===== src/rtl/dmem_lsu_pkg.sv =====
// Shared definitions for the data-memory load/store path.
// The load-mask stage imports the same func3 encodings.
package dmem_lsu_pkg;

  localparam logic [2:0] F3_B  = 3'd0;
  localparam logic [2:0] F3_H  = 3'd1;
  localparam logic [2:0] F3_W  = 3'd2;
  localparam logic [2:0] F3_BU = 3'd4;
  localparam logic [2:0] F3_HU = 3'd5;

  typedef enum logic [1:0] {
    ST_IDLE  = 2'd0,
    ST_ISSUE = 2'd1,
    ST_WAIT  = 2'd2,
    ST_DONE  = 2'd3
  } lsu_state_e;

endpackage


===== src/rtl/dmem_lsu_if.sv =====
// Data-memory port: request handshake plus read response.
interface dmem_lsu_if #(
  parameter int WIDTH      = 32,
  parameter int ADDR_WIDTH = 32
);
  logic                  mem_req_valid;
  logic                  mem_req_ready;
  logic [ADDR_WIDTH-1:0] mem_addr;
  logic [WIDTH-1:0]      mem_wdata;
  logic [3:0]            mem_wbe;
  logic                  mem_resp_valid;
  logic [WIDTH-1:0]      mem_resp_data;

  modport master (
    output mem_req_valid, mem_addr, mem_wdata, mem_wbe,
    input  mem_req_ready, mem_resp_valid, mem_resp_data
  );

  modport slave (
    input  mem_req_valid, mem_addr, mem_wdata, mem_wbe,
    output mem_req_ready, mem_resp_valid, mem_resp_data
  );
endinterface


===== src/rtl/dmem_lsu_store_align.sv =====
// Store lane replication, byte enables and request legality check.
module store_align
  import dmem_lsu_pkg::*;
#(
  parameter int WIDTH = 32
) (
  input  logic             we,
  input  logic [2:0]       func3,
  input  logic [1:0]       addr_lo,
  input  logic [WIDTH-1:0] wdata,
  output logic [WIDTH-1:0] mem_wdata,
  output logic [3:0]       mem_wbe,
  output logic             legal
);

  always_comb begin
    mem_wdata = wdata;
    mem_wbe   = '0;
    legal     = 1'b0;
    case (func3)
      F3_B, F3_BU: begin
        legal     = !we || (func3 == F3_B);
        mem_wdata = {4{wdata[7:0]}};
        mem_wbe   = 4'b0001 << addr_lo;
      end
      F3_H, F3_HU: begin
        legal     = (!we || (func3 == F3_H)) && !addr_lo[0];
        mem_wdata = {2{wdata[15:0]}};
        mem_wbe   = addr_lo[1] ? 4'b1100 : 4'b0011;
      end
      F3_W: begin
        legal   = (addr_lo == 2'b00);
        mem_wbe = 4'b1111;
      end
      default: legal = 1'b0;
    endcase
    // Loads share the formatter but must never write.
    if (!we) mem_wbe = '0;
  end

endmodule


===== src/rtl/dmem_lsu.sv =====
// Load/store sequencer: one access at a time, issue, wait for read data,
// then hand the raw word to the load-mask stage.
module dmem_lsu
  import dmem_lsu_pkg::*;
#(
  parameter int WIDTH      = 32,
  parameter int ADDR_WIDTH = 32
) (
  input  logic                  clk,
  input  logic                  rst,
  input  logic                  req_valid,
  input  logic                  req_we,
  input  logic [2:0]            req_func3,
  input  logic [ADDR_WIDTH-1:0] req_addr,
  input  logic [WIDTH-1:0]      req_wdata,
  output logic                  stall,
  output logic                  misalign_err,
  dmem_lsu_if.master            mem,
  output logic                  ld_valid,
  output logic [WIDTH-1:0]      ld_data,
  output logic [1:0]            ld_addr_lo,
  output logic [2:0]            ld_func3,
  output logic                  st_done
);

  lsu_state_e            state;
  logic [ADDR_WIDTH-1:0] addr_q;
  logic [2:0]            func3_q;
  logic                  we_q;
  logic [WIDTH-1:0]      wdata_q;
  logic [3:0]            wbe_q;
  logic [WIDTH-1:0]      ld_data_q;
  logic [1:0]            ld_addr_lo_q;
  logic [2:0]            ld_func3_q;

  logic [WIDTH-1:0]      fmt_wdata;
  logic [3:0]            fmt_wbe;
  logic                  legal;
  logic                  in_idle;

  store_align #(.WIDTH(WIDTH)) u_store_align (
    .we        (req_we),
    .func3     (req_func3),
    .addr_lo   (req_addr[1:0]),
    .wdata     (req_wdata),
    .mem_wdata (fmt_wdata),
    .mem_wbe   (fmt_wbe),
    .legal     (legal)
  );

  assign in_idle      = (state == ST_IDLE);
  assign misalign_err = in_idle && req_valid && !legal;
  assign stall        = (in_idle && req_valid && legal)
                      || (state == ST_ISSUE) || (state == ST_WAIT);

  assign mem.mem_req_valid = (state == ST_ISSUE);
  assign mem.mem_addr      = {addr_q[ADDR_WIDTH-1:2], 2'b00};
  assign mem.mem_wdata     = wdata_q;
  assign mem.mem_wbe       = wbe_q;

  assign ld_valid   = (state == ST_DONE) && !we_q;
  assign st_done    = (state == ST_DONE) && we_q;
  assign ld_data    = ld_data_q;
  assign ld_addr_lo = ld_addr_lo_q;
  assign ld_func3   = ld_func3_q;

  always_ff @(posedge clk or negedge rst) begin
    if (!rst) begin
      state        <= ST_IDLE;
      addr_q       <= '0;
      func3_q      <= '0;
      we_q         <= 1'b0;
      wdata_q      <= '0;
      wbe_q        <= '0;
      ld_data_q    <= '0;
      ld_addr_lo_q <= '0;
      ld_func3_q   <= '0;
    end else begin
      case (state)
        ST_IDLE: begin
          if (req_valid && legal) begin
            state   <= ST_ISSUE;
            addr_q  <= req_addr;
            func3_q <= req_func3;
            we_q    <= req_we;
            wdata_q <= fmt_wdata;
            wbe_q   <= fmt_wbe;
          end
        end
        ST_ISSUE: begin
          if (mem.mem_req_ready) state <= we_q ? ST_DONE : ST_WAIT;
        end
        ST_WAIT: begin
          // Load-side outputs change only here, so stores leave them intact.
          if (mem.mem_resp_valid) begin
            ld_data_q    <= mem.mem_resp_data;
            ld_addr_lo_q <= addr_q[1:0];
            ld_func3_q   <= func3_q;
            state        <= ST_DONE;
          end
        end
        ST_DONE:  state <= ST_IDLE;
        default:  state <= ST_IDLE;
      endcase
    end
  end

endmodule


===== src/flat_wrapper.sv =====
// flat-port wrapper written by rule: the top's interface ports become plain ports
module dmem_lsu_flat import dmem_lsu_pkg::*;
#(
  parameter int WIDTH      = 32,
  parameter int ADDR_WIDTH = 32
)
  (clk, rst, req_valid, req_we, req_func3, req_addr, req_wdata, stall, misalign_err, ld_valid, ld_data, ld_addr_lo, ld_func3, st_done, mem_mem_req_valid, mem_mem_addr, mem_mem_wdata, mem_mem_wbe, mem_mem_req_ready, mem_mem_resp_valid, mem_mem_resp_data);
  dmem_lsu_if #(.WIDTH(WIDTH), .ADDR_WIDTH(ADDR_WIDTH)) mem_i ();
  input  logic clk;
  input  logic rst;
  input  logic req_valid;
  input  logic req_we;
  input  logic [2:0] req_func3;
  input  logic [ADDR_WIDTH-1:0] req_addr;
  input  logic [WIDTH-1:0] req_wdata;
  output logic stall;
  output logic misalign_err;
  output logic ld_valid;
  output logic [WIDTH-1:0] ld_data;
  output logic [1:0] ld_addr_lo;
  output logic [2:0] ld_func3;
  output logic st_done;
  output wire logic [$bits(mem_i.mem_req_valid)-1:0] mem_mem_req_valid;
  output wire logic [$bits(mem_i.mem_addr)-1:0] mem_mem_addr;
  output wire logic [$bits(mem_i.mem_wdata)-1:0] mem_mem_wdata;
  output wire logic [$bits(mem_i.mem_wbe)-1:0] mem_mem_wbe;
  input wire logic [$bits(mem_i.mem_req_ready)-1:0] mem_mem_req_ready;
  input wire logic [$bits(mem_i.mem_resp_valid)-1:0] mem_mem_resp_valid;
  input wire logic [$bits(mem_i.mem_resp_data)-1:0] mem_mem_resp_data;
  assign mem_mem_req_valid = mem_i.mem_req_valid;
  assign mem_mem_addr = mem_i.mem_addr;
  assign mem_mem_wdata = mem_i.mem_wdata;
  assign mem_mem_wbe = mem_i.mem_wbe;
  assign mem_i.mem_req_ready = mem_mem_req_ready;
  assign mem_i.mem_resp_valid = mem_mem_resp_valid;
  assign mem_i.mem_resp_data = mem_mem_resp_data;
  dmem_lsu #(.WIDTH(WIDTH), .ADDR_WIDTH(ADDR_WIDTH)) u_core (.clk(clk), .rst(rst), .req_valid(req_valid), .req_we(req_we), .req_func3(req_func3), .req_addr(req_addr), .req_wdata(req_wdata), .stall(stall), .misalign_err(misalign_err), .mem(mem_i), .ld_valid(ld_valid), .ld_data(ld_data), .ld_addr_lo(ld_addr_lo), .ld_func3(ld_func3), .st_done(st_done));
endmodule

===== config.mk =====
export PLATFORM = sky130hd
export DESIGN_NAME = dmem_lsu_flat
export DESIGN_NICKNAME = d
export VERILOG_FILES = /design/src/rtl/dmem_lsu_pkg.sv /design/src/rtl/dmem_lsu_if.sv /design/src/rtl/dmem_lsu_store_align.sv /design/src/rtl/dmem_lsu.sv /design/src/flat_wrapper.sv
export SDC_FILE = /design/constraint.sdc
export NUM_CORES = 1
export LEC_CHECK = 0
export BUFFER_PORTS_ARGS = -buffer_cell sky130_fd_sc_hd__buf_4
export CORE_ASPECT_RATIO = 1.5
export CORE_MARGIN = 2
export CORE_UTILIZATION = 30
export CTS_BUF_LIST = sky130_fd_sc_hd__clkbuf_8
export DETAILED_ROUTE_END_ITERATION = 8
export PLACE_DENSITY = 0.65
export SLEW_MARGIN = 20
export SYNTH_ARGS = -nofsm -noshare
export SYNTH_HDL_FRONTEND = slang
export SYNTH_SLANG_ARGS = --single-unit

===== constraint.sdc =====
create_clock -name clk -period 1.85 [get_ports clk]
set_input_delay 0.0925 -clock clk [delete_from_list [all_inputs] [get_ports clk]]
set_output_delay 0.0925 -clock clk [all_outputs]
set_load 0.02 [all_outputs]

==> qor.yml <==
fp.dieW_um: 110.0
tritoncts: "built"
ys_seq_area_share_pct: 54.91
setup_viol: 0
wl_met2_um: 7209
grt_pass1_vias: 4138
cts_root_buf: "clkbuf_8"
power_frac_seq_pct: 36.5
drc: 0
yosys_warnings: 0
syn_area_per_cell_um2: 13.31
period_minus_slack_ps: 1821
vdd_drop_max_mv: 0.7841
tns_ps: 0
diodes: 0
power.internal_mw: 7.353
antenna_found_initial: 0
nFillCells: 1426
grt_pass1_wl_um: 20850
nNetsFinal: 776
dp_slack_ps: 54.70
crit_required_ps: 2110
ant_nets: 0
rsz0062_at_grt: "false"
worstPathMaxFanout: 48
numCtsBuffers: 9
finalCritPeriodShare_pct: 98.44
endpoint_kind: "flip-flop"
die_h_um: 163.0
max_cap_viol_count: 0
overflow: 0
wl_met1_um: 5274
io-pin-count: 215
firstDrtPassIters: 4
dr.max_layer_used: "met4"
drt_iter0_markers: 120
gp_congestion: 0.8002
vias: 3921
switchingPower_mw: 4.451
syn_area_um2: 5059
status: "finished, final reports clean"
clkTransAtPathRegs_ps: 100
rows: 58
clkLatencyLatePin_ps: 370
grt_max_degree: 70
ys_async_sr_fraction_pct: 100.0
crit_type: "input port to flip-flop"
synthToLayoutAreaGrowth_pct: 57.56
worst_slack_ps: 28.90
initial_core_util_pct: 30.44
worstPathArrival_ps: 2080
wl_per_cell_um: 15.71
power_frac_clock_pct: 12.7
max_freq_mhz: 549.1
switching_share_pct: 37.71
place_hpwl_um: 9417
power_frac_comb_pct: 50.8
viasPerCell: 4.451
die-area_um2: 17940
htreeDepth: 3
drive_gt1_share_pct: 49.78
wl_met3_um: 1072
synth_edf_count: 0
power_density_nw_per_um2: 1481
hold_viol_final: 0
slew_viol_final: 0
power_leakage_nw: 3.993
power_mw: 11.80
ys.flop_type: "dfrtp_1"
multi_input_area_um2: 1942
core_area_um2: 16620
ff_latch_area_um2: 2778
synth-seq-cells: 111
wl_um: 13840
clk_path_buf_depth: 2
clock_skew_ps: 14.56
startpoint_type: "input port"
syn_inst: 380
track_usage_pct: 15.08
hp-class: "input port to flip-flop"
clock_sinks: 111
ys_types: 30
io_buffers: 212
==> worst max-delay path, stage by stage <==
cell and delay, ps:
dlygate4sd3_1 540, buf_4 170, a221oi_4 310, buf_6 150, o21bai_4 100, buf_4 170
buf_12 170, mux2_4 340
==> sequential cells by signal, indices dropped and copies added, names as in the netlist <==
name and flops:
u_core.addr_q 32, u_core.ld_data 32, u_core.mem.mem_wdata 32, u_core.mem.mem_wbe 4
u_core.func3_q 3, u_core.ld_func3 3, u_core.ld_addr_lo 2, u_core.state 2
u_core.we_q 1
==> cell families after synthesis <==
kind of cell,synth area share [%]
adders and majority gates,1.237
muxes,26.19
AOI/OAI and AO/OA,5.318
and+or+nand+nor,4.749
other,0.07413
DFF,54.91
buffers and inverters,7.519
==> layer usage <==
layer	vias to the layer above	GRT usage [%]
li1	1844	-
met1	1892	16.79
met2	164	27.22
met3	21	3.990
met4	0	5.063
met5	-	0
==> path summary, 6_finish.rpt <==
| path | startpoint | to | slack [ps] | cells past startpoint |
|---|---|---|---|---|
| hold / removal | req_wdata[26] | u_core.mem.mem_wdata[26] | 20 | 3 |
| hold reg to reg | u_core.mem.mem_wbe[3] | u_core.mem.mem_wbe[3] | 500 | 2 |
| min in group asynchronous | rst | u_core.addr_q[27] | 80 | 2 |
| setup reg to reg | u_core.state[0] | u_core.addr_q[17] | 80 | 7 |
| setup / recovery | req_addr[0] | u_core.addr_q[17] | 30 | 8 |
| max in group asynchronous | rst | u_core.ld_func3[2] | 1190 | 3 |
==> synthesized netlist by cell type, types with 5 or more instances <==
| cell | count | share of area, % |
|---|---|---|
| a21oi_1 | 9 | 0.89 |
| buf_4 | 33 | 4.9 |
| buf_6 | 6 | 1.3 |
| clkbuf_1 | 8 | 0.59 |
| dfrtp_1 | 111 | 55 |
| ha_1 | 5 | 1.2 |
| mux2_2 | 38 | 8.5 |
| mux2_4 | 43 | 13 |
| mux2i_1 | 24 | 4.7 |
| nand2_1 | 31 | 2.3 |
| nor2_1 | 13 | 0.96 |
| o21ai_0 | 14 | 1.4 |
| o21ai_1 | 19 | 1.9 |
==> power groups by stage <==
stage / sequential [mW] / clock, mW / combinational (mW)
2_1_floorplan: 5.14 / 0 / 2.80
3_3_place_gp: 4.31 / 0 / 5.66
3_5_place_dp: 4.35 / 0 / 5.78
4_1_cts: 4.30 / 1.60 / 6.01
5_1_grt: 4.44 / 1.67 / 6.40
6_report: 4.30 / 1.50 / 6.00
==> what timing repair did <==
item                       CTS  global route
gates resized for setup      2             4
buffers inserted             3             3
setup endpoints to repair    1            13
hold endpoints to repair   206             0
hold buffers                95             0
gates cloned                 1             0
==> per-stage QoR <==
step                      util [%]  hold WS (ps)  area (µm²)  std cells
after global placement       40.38        -77.81        6710        763
after global routing         47.96         15.64        7970        881
after floorplan                  -        -203.1        5062        381
final                        47.96         22.65        7970        881
after CTS                    47.67        0.5936        7923        878
after detailed placement     40.38        -77.44        6710        763
==> cell type report <==
cell class / count / area share, %
well taps: 210 / 3.297
multi-input cells: 215 / 24.36
clock inverters: 7 / 1.005
flip-flops and latches: 111 / 34.85
repair buffers: 325 / 34.74
clock buffers: 9 / 1.554
inverters: 4 / 0.1884
==> cells in the final DEF (no fill, tap or decap), types with 2 or more instances in the layout <==
cell | synthesis | routed
nor2_1 | 13 | 13
clkinv_4 | 0 | 2
dlygate4sd3_1 | 0 | 95
inv_6 | 0 | 2
nor3_1 | 3 | 3
mux2i_1 | 24 | 24
mux2_2 | 38 | 38
nor2b_1 | 2 | 2
dfrtp_1 | 111 | 111
mux2_4 | 43 | 43
ha_1 | 5 | 4
o21ai_0 | 14 | 14
inv_2 | 0 | 2
conb_1 | 1 | 2
o21ai_1 | 19 | 19
clkbuf_8 | 0 | 9
buf_4 | 33 | 223
a21oi_1 | 9 | 9
buf_12 | 0 | 5
nand2_1 | 31 | 30
inv_1 | 4 | 3
No activity file was read; power rests on OpenSTA's default activity.
